<file path="config.mk">
export PLATFORM = sky130hd
export DESIGN_NAME = ad7928_slave_emu
export DESIGN_NICKNAME = d
export VERILOG_FILES = /design/src/rtl/ad7928_pkg.sv /design/src/rtl/ad7928_slave_emu_sync_edge.sv /design/src/rtl/ad7928_slave_emu.sv
export SDC_FILE = /design/constraint.sdc
export NUM_CORES = 1
export LEC_CHECK = 0
export CORE_MARGIN = 2
export CORE_UTILIZATION = 44
export CTS_CLUSTER_DIAMETER = 50
export DETAILED_ROUTE_END_ITERATION = 8
export PLACE_DENSITY = 0.91
export SLEW_MARGIN = 20
export SYNTH_ARGS = -nofsm -noshare
export SYNTH_HDL_FRONTEND = slang
export SYNTH_HIERARCHICAL = 1
export SYNTH_SLANG_ARGS = --single-unit
</file>
<file path="constraint.sdc">
create_clock -name clk -period 2.25 [get_ports clk]
set_input_delay 0.5625 -clock clk [delete_from_list [all_inputs] [get_ports clk]]
set_output_delay 0.5625 -clock clk [all_outputs]
set_load 0.1 [all_outputs]
</file>
<file path="src/rtl/ad7928_pkg.sv">
// Shared definitions for the AD7928 serial-interface emulator: control-word
// layout, frame geometry, FSM states and the output-coding helper.
package ad7928_pkg;

  localparam int FRAME_BITS = 16;
  localparam int ADC_BITS   = 12;
  localparam int NUM_CH     = 8;

  localparam int WRITE_BIT  = 15;
  localparam int ADD_HI     = 12;
  localparam int ADD_LO     = 10;
  localparam int CODING_BIT = 4;

  // Full control-word layout; SEQ, PM, SHADOW and RANGE are stored only.
  typedef struct packed {
    logic       write;
    logic       seq;
    logic       dontc13;
    logic [2:0] add;
    logic [1:0] pm;
    logic       shadow;
    logic       dontc6;
    logic       range;
    logic       coding;
    logic [3:0] dontc3_0;
  } ctrl_word_t;

  typedef enum logic [1:0] {
    ST_IDLE  = 2'd0,
    ST_SHIFT = 2'd1,
    ST_HOLD  = 2'd2
  } state_t;

  // Straight binary passes through; two's complement flips the MSB.
  function automatic logic [ADC_BITS-1:0] code_sample(input logic [ADC_BITS-1:0] s,
                                                       input logic coding);
    return coding ? s : {~s[ADC_BITS-1], s[ADC_BITS-2:0]};
  endfunction

endpackage

</file>
<file path="src/rtl/ad7928_slave_emu_sync_edge.sv">
// Multi-flop synchronizer for one asynchronous pin, followed by a history
// flop that turns level changes into single-cycle rise/fall pulses.
module sync_edge #(
  parameter int   STAGES    = 2,
  parameter logic RESET_VAL = 1'b1
) (
  input  logic clk,
  input  logic rst,
  input  logic i_pin,
  output logic o_rise,
  output logic o_fall
);

  logic [STAGES-1:0] r_sync;
  logic              r_hist;
  logic              w_level;

  assign w_level = r_sync[STAGES-1];

  always_ff @(posedge clk or posedge rst) begin
    if (rst) begin
      r_sync <= {STAGES{RESET_VAL}};
      r_hist <= RESET_VAL;
    end else begin
      r_sync <= {r_sync[STAGES-2:0], i_pin};
      r_hist <= w_level;
    end
  end

  assign o_rise = ~r_hist &  w_level;
  assign o_fall =  r_hist & ~w_level;

endmodule

</file>
<file path="src/rtl/ad7928_slave_emu.sv">
// SPI responder emulating the AD7928: snapshots a channel on CS_n fall,
// shifts it out MSB first on SCLK falls and captures the control word.
module ad7928_slave_emu
  import ad7928_pkg::*;
#(
  parameter int SYNC_STAGES = 2
) (
  input  logic        clk,
  input  logic        rst,
  input  logic        adc_sclk,
  input  logic        adc_cs_n,
  input  logic        adc_din,
  output logic        adc_dout,
  input  logic [95:0] ch_data,
  output logic [2:0]  cur_addr,
  output logic [15:0] ctrl_word,
  output logic        frame_done,
  output logic [1:0]  dbg_state
);

  state_t                r_state;
  state_t                w_state_next;
  logic [FRAME_BITS-1:0] r_tx;
  logic [FRAME_BITS-1:0] r_rx;
  logic [FRAME_BITS-1:0] r_ctrl;
  logic [3:0]            r_cnt;
  logic [2:0]            r_addr;
  logic                  r_dout;
  logic                  r_done;
  logic [SYNC_STAGES-1:0] r_din_sync;

  logic w_sclk_rise, w_sclk_fall, w_cs_rise, w_cs_fall;
  logic w_din_s, w_unused;
  logic w_load, w_shift, w_last, w_abort;
  logic [ADC_BITS-1:0]   w_sample;
  logic [FRAME_BITS-1:0] w_snap;
  logic [FRAME_BITS-1:0] w_rx_next;

  sync_edge #(.STAGES(SYNC_STAGES), .RESET_VAL(1'b1)) u_sclk_sync (
    .clk    (clk),
    .rst    (rst),
    .i_pin  (adc_sclk),
    .o_rise (w_sclk_rise),
    .o_fall (w_sclk_fall)
  );

  sync_edge #(.STAGES(SYNC_STAGES), .RESET_VAL(1'b1)) u_cs_sync (
    .clk    (clk),
    .rst    (rst),
    .i_pin  (adc_cs_n),
    .o_rise (w_cs_rise),
    .o_fall (w_cs_fall)
  );

  // DIN is only ever sampled on a detected SCLK fall, so no edge logic.
  always_ff @(posedge clk or posedge rst) begin
    if (rst) r_din_sync <= '0;
    else     r_din_sync <= {r_din_sync[SYNC_STAGES-2:0], adc_din};
  end

  assign w_din_s   = r_din_sync[SYNC_STAGES-1];
  assign w_unused  = w_sclk_rise;
  assign w_sample  = ch_data[int'(r_addr)*ADC_BITS +: ADC_BITS];
  assign w_snap    = {1'b0, r_addr, code_sample(w_sample, r_ctrl[CODING_BIT])};
  assign w_rx_next = {r_rx[FRAME_BITS-2:0], w_din_s};

  always_ff @(posedge clk or posedge rst) begin
    if (rst) r_state <= ST_IDLE;
    else     r_state <= w_state_next;
  end

  // CS_n fall outranks everything, including a coincident SCLK fall.
  always_comb begin
    w_state_next = r_state;
    if (w_cs_fall) begin
      w_state_next = ST_SHIFT;
    end else begin
      case (r_state)
        ST_SHIFT: begin
          if (w_cs_rise)                                       w_state_next = ST_IDLE;
          else if (w_sclk_fall && r_cnt == 4'(FRAME_BITS - 1)) w_state_next = ST_HOLD;
        end
        ST_HOLD:  if (w_cs_rise) w_state_next = ST_IDLE;
        default:  w_state_next = ST_IDLE;
      endcase
    end
  end

  always_comb begin
    w_load  = w_cs_fall;
    w_abort = 1'b0;
    w_shift = 1'b0;
    w_last  = 1'b0;
    if (!w_cs_fall && r_state == ST_SHIFT) begin
      w_abort = w_cs_rise;
      w_shift = w_sclk_fall && !w_cs_rise;
      w_last  = w_shift && (r_cnt == 4'(FRAME_BITS - 1));
    end
  end

  always_ff @(posedge clk or posedge rst) begin
    if (rst) begin
      r_tx   <= '0;
      r_rx   <= '0;
      r_cnt  <= '0;
      r_dout <= 1'b0;
      r_done <= 1'b0;
      r_ctrl <= '0;
      r_addr <= '0;
    end else begin
      r_done <= w_last;
      if (w_load) begin
        r_tx   <= w_snap;
        r_rx   <= '0;
        r_cnt  <= '0;
        r_dout <= w_snap[FRAME_BITS-1];
      end else if (w_shift) begin
        r_rx  <= w_rx_next;
        r_cnt <= r_cnt + 4'd1;
        r_tx  <= {r_tx[FRAME_BITS-2:0], 1'b0};
        if (w_last) begin
          r_dout <= 1'b0;
          if (w_rx_next[WRITE_BIT]) begin
            r_ctrl <= w_rx_next;
            r_addr <= w_rx_next[ADD_HI:ADD_LO];
          end
        end else begin
          r_dout <= r_tx[FRAME_BITS-2];
        end
      end else if (w_abort) begin
        r_dout <= 1'b0;
      end
    end
  end

  assign adc_dout   = r_dout;
  assign cur_addr   = r_addr;
  assign ctrl_word  = r_ctrl;
  assign frame_done = r_done;
  assign dbg_state  = r_state;

endmodule
</file>
## Yosys cells after proc, flatten, opt, wreduce, memory -nomap -nowiden

Index checks and enable logic that the tools add are counted.

- Flip-flop bits (word level): 65
- Input port bits: 101
- Output and inout port bits: 23

- Add/sub/neg operators: 1
- Multiply operators: 1
- Equal/unequal tests: 5
- Shift-type cells: 1
- Mux-type cells: 19
- Bitwise logic cells: 8
- Reductions and logical operators: 10

Operator list:

| operator | count |
|---|---|
| 96-bit by 8-bit indexed part select with 12-bit output | 1 |
| 15-bit two-way mux | 4 |
| 12-bit two-way mux | 1 |
| 2-bit two-way mux | 4 |
| 4-bit two-way mux | 2 |
| 1-bit two-way mux | 7 |
| 3-bit by 2-bit multiplier with 5-bit output (second input constant) | 1 |
| 1-bit inverter | 5 |
| 4-bit by 1-bit adder with 4-bit output (second input constant) | 1 |
| 4-bit equality test (second input constant) | 1 |
| 1-bit logical AND | 4 |
| 4-bit inequality test (second input constant) | 1 |
| 2-bit case mux with 2 select lines | 1 |
| 4-bit AND reduction | 1 |
| 1-bit bitwise AND | 3 |
| 3-bit inequality test (second input constant) | 1 |
| 3-bit nonzero test | 1 |
| 2-bit by 1-bit equality test with 1-bit output (second input constant) | 1 |
| 2-bit equality test (second input constant) | 1 |
| 1-bit zero test | 2 |
| 2-bit AND reduction | 1 |
| 2-bit nonzero test | 1 |

## Logic depth before layout (Yosys ltp)

- Depth in word-level cells: 9
- Mapped depth: 7
- Mapped depth without buffers: 5

## Cells and area by module

Netlist, hierarchy kept.

By module, submodules not included:

| module | times used | cells an instance | area an instance (um^2) | sequential area each (um^2) |
|---|---|---|---|---|
| ad7928_slave_emu | 1 | 252 | 3,070.4 | 1,401.3 |
| sync_edge | 2 | 6 | 97.6 | 78.8 |

## Least setup slack after synthesis

Ideal clock, no wire load.

- Path type: register to register
- Start point: register ctrl_word[10] (netlist name)
- End point: register r_tx[1]
- Library setup time: 137 ps
- Arrival time: 2,225 ps
- Data required time: 2,113 ps
- Slack: -112 ps
- Stages on the path, launching flop included: 6
- Path buffers: 2
- Clock period less this slack: 2,362 ps
- Cell sequence: dfrtp_1 > buf_4 > buf_2 > mux4_2 > mux2i_1 > a21oi_1

RTL lines:

| element | RTL line | text |
|---|---|---|
| to (signal assigned) | ad7928_slave_emu.sv:113 | `r_tx <= w_snap;` |
| to (signal assigned) | ad7928_slave_emu.sv:120 | `r_tx <= {r_tx[FRAME_BITS-2:0], 1'b0};` |
| to (decl) | ad7928_slave_emu.sv:23 | `logic [FRAME_BITS-1:0] r_tx;` |

## Worst setup path in the final report

- Start point: register u_cs_sync.r_hist
- End point: register r_tx[9]

- Cells in the longest elaborated chain, start to end: 6
- Elaborated cells on any way between the ends: 10
- Those cells by class: mux (2); bitwise (3); reduce/logical (5)

RTL lines:

| element | RTL line | text |
|---|---|---|
| from (decl) | ad7928_slave_emu_sync_edge.sv:15 | `logic r_hist;` |
| from (signal assigned) | ad7928_slave_emu_sync_edge.sv:26 | `r_hist <= w_level;` |
| 1-bit inverter | ad7928_slave_emu_sync_edge.sv:30 | `assign o_rise = ~r_hist & w_level;` |
| 1-bit bitwise AND | ad7928_slave_emu_sync_edge.sv:30 |  |
| named net w_cs_rise | ad7928_slave_emu.sv:32 | `logic w_sclk_rise, w_sclk_fall, w_cs_rise, w_cs_fall;` |
| 1-bit zero test | ad7928_slave_emu.sv:96 | `w_shift = w_sclk_fall && !w_cs_rise;` |
| 1-bit logical AND | ad7928_slave_emu.sv:96 |  |
| 1-bit two-way mux | ad7928_slave_emu.sv:94 | `if (!w_cs_fall && r_state == ST_SHIFT) begin` |
| 2-bit nonzero test (no line) | -- |  |

The timed path passes the listed nets, and every way through them passes these cells.
A chain may end at the register's enable or synchronous reset.

==> reports/results.md <==
## Run status
- status: complete, no violations

## Hold path
- class of the most critical hold timing path: reg2reg
- worst hold stages: 0

## STA
- worst hold margin: 349 ps
- Slew Limit Fails: 0
- final critical-path required period: 1970 ps
- part of the cycle the worst path needs: 87.6%
- Relative slew margins: 60.3%
- maximum clock skew at final layout: 7.58 ps
- unrepaired setup endpoints after global routing: no
- crit path setup slack, layout: 279 ps
- Total Negative Setup Slacks: 0 ps
- number of endpoints with negative hold slack in the final report: 0
- maximum clock rate: 507 MHz
- Worst Max-Slew Pin Slew: 595 ps
- final setup fails: 0

## Route
- DRC marker count from the first detailed-route iteration: 79
- routed via count divided by cell count: 5.31
- post-detailed-routing wire length: 7820 µm
- DR DRC count: 0
- first-pass iteration count of the detailed router: 4
- ANT nets after route: 0
- detailed-route wire length per cell: 16.2 µm
- total number of vias: 2,566

## Power and ir drop
- peak supply drop: 330 µV
- internal power summed over all cells: 0.00208 W
- static leakage: 1.97 nW
- net switching power: 0.000610 W
- combinational power share: 15.0%
- power density over the cells: 560 nW/µm²
- net switching share of the total power: 22.6%
- power share of the sequential group: 45.0%
- Clock power frac: 40.0%

## Global route
- global-route usage over all layers: 20.1%
- global-route wire length before repair: 12,900 µm
- sum of overflow across all layers after global routing: 0
- initial antenna violation count: 0
- maximum number of pins on one net before global-route repair: 57
- number of global-route vias before repair: 2,786

## Run
- max-capacitance violation count: 0

## Clocking
- number of H-tree levels: 3
- buffer cell driving the clock tree root: sky130_fd_sc_hd__clkbuf_8
- Num CTS Buffers: 9
- maximum number of buffers from clock root to sink: 2
- number of clock sinks: 62
- TritonCTS clock tree: done
- clock insertion delay at the later pin of the skew report: 330 ps
- clock edge transition at the registers on the reported setup and hold paths: 70 ps

## Final layout
- Diodes inserted: 0
- count of filler cells inserted in the layout: 520
- final net count: 481
- layout overhead on the synthesized area: 47.7%
- Post-Layout Inst Area: 4810 µm²
- fraction of layout instances using a drive strength above 1: 25.8%

## Die
- Chip Width: 90.1 µm
- I/O pin count: 124
- DIE AREA: 8110 µm²
- initial standard-cell utilization of the core: 45.2%
- vertical die dimension: 90.1 µm
- standard-cell rows: 31
- placeable core region: 7210 µm²

## Synthesis
- Post-Synthesis Cell Area: 3260 µm²
- net count after synthesis: 365
- number of warning messages in the yosys log: 6
- Syn Inst Count: 263
- post-synthesis area per instance: 12.4 µm²

## Setup path
- crit path kind: reg2reg
- critical path fanouts, max: 37
- crit start category: flop
- worst reg2reg path depth: 5
- WP data required: 2430 ps
- nature of the critical path endpoint: flop
- critical path arrival: 2160 ps

## Placed design
- worst slack after detailed placement: 179 ps
- number of buffer cells added on primary ports: 123
- area of placed instances: 4590 µm²
- Detailed Place HPWL: 5680 µm
- final weighted congestion of routability-driven global placement: 0.720

## worst max-delay path: stages (launching register included)
cell and delay (ps):
sky130_fd_sc_hd__dfstp_2 530, sky130_fd_sc_hd__nor2b_1 80, sky130_fd_sc_hd__and4bb_4 660, sky130_fd_sc_hd__nor2b_1 110
sky130_fd_sc_hd__a211oi_1 340, sky130_fd_sc_hd__a21oi_1 90
## state kept, by name (all words and copies together), names as in the netlist
| signal | count |
|---|---|
| ctrl_word | 16 |
| r_rx | 15 |
| r_tx | 15 |
| r_cnt | 4 |
| dbg_state | 2 |
| r_din_sync | 2 |
| u_cs_sync/r_sync | 2 |
| u_sclk_sync/r_sync | 2 |
| adc_dout | 1 |
| frame_done | 1 |
| u_cs_sync/r_hist | 1 |
| u_sclk_sync/r_hist | 1 |
## power by group through the flow
stage,registers (W),logic (W),clock network [W]
2_1_floorplan,0.00123,0.000175,0
3_3_place_gp,0.00123,0.000385,0
3_5_place_dp,0.00123,0.000401,0
4_1_cts,0.00121,0.000408,0.00110
5_1_grt,0.00122,0.000440,0.00116
6_report,0.00121,0.000405,0.00108
## final cells by class
type	count	area, µm²	area share, %
well taps	99	124	2.57
inverters	4	15.0	0.312
multi-input cells	173	1560	32.4
clock inverters	5	82.6	1.72
clock buffers	11	141	2.94
repair buffers	129	1330	27.7
flip-flops and latches	62	1560	32.4
## through the flow
stage                     instances  total power (W)  utilization (%)
after floorplan                 263          0.00141                -
after global placement          467          0.00161             63.6
after detailed placement        467          0.00163             63.6
after CTS                       483          0.00272             66.7
after global routing            483          0.00281             66.7
final                           483          0.00269             66.7
## placed cells by master (no fill, tap or decap), drive strengths merged, types with 3 or more instances in the layout
cell type,count
mux2,16
clkdlybuf4s50,100
clkbuf,11
a211oi,11
nor2b,12
dfstp,6
a21oi,28
inv,4
mux4,24
clkinv,3
buf,29
o21ai,4
nand2,40
mux2i,14
dfrtp,56
nor2,5
## metal layers
metal  GRT usage [%]  share of wire (%)  up-vias
met5               0                  0        -
met4            5.77                1.6        0
met3            6.45                5.5       14
met2            37.6                 56      103
met1            21.8                 37     1267
li1                -                  -     1182
## what timing repair did
item,in CTS,in global routing
hold buffers,0,0
buffers inserted,0,0
gates resized for setup,0,1
endpoints found under the setup margin,0,1
## path summary, 6_finish.rpt
check | startpoint | endpoint | slack, ps
max reg2reg | u_cs_sync/r_hist$_DFF_PP1_ | r_tx[9]$_DFFE_PP0P_ | 280
min reg2reg | r_din_sync[0]$_DFF_PP0_ | r_din_sync[1]$_DFF_PP0_ | 350
max | u_cs_sync/r_hist$_DFF_PP1_ | r_tx[9]$_DFFE_PP0P_ | 280
min in group asynchronous | rst | r_tx[2]$_DFFE_PP0P_ | 650
max in group asynchronous | rst | r_rx[14]$_DFFE_PP0P_ | 1360
min | r_din_sync[0]$_DFF_PP0_ | r_din_sync[1]$_DFF_PP0_ | 350
(Power assumes the default switching activity.)
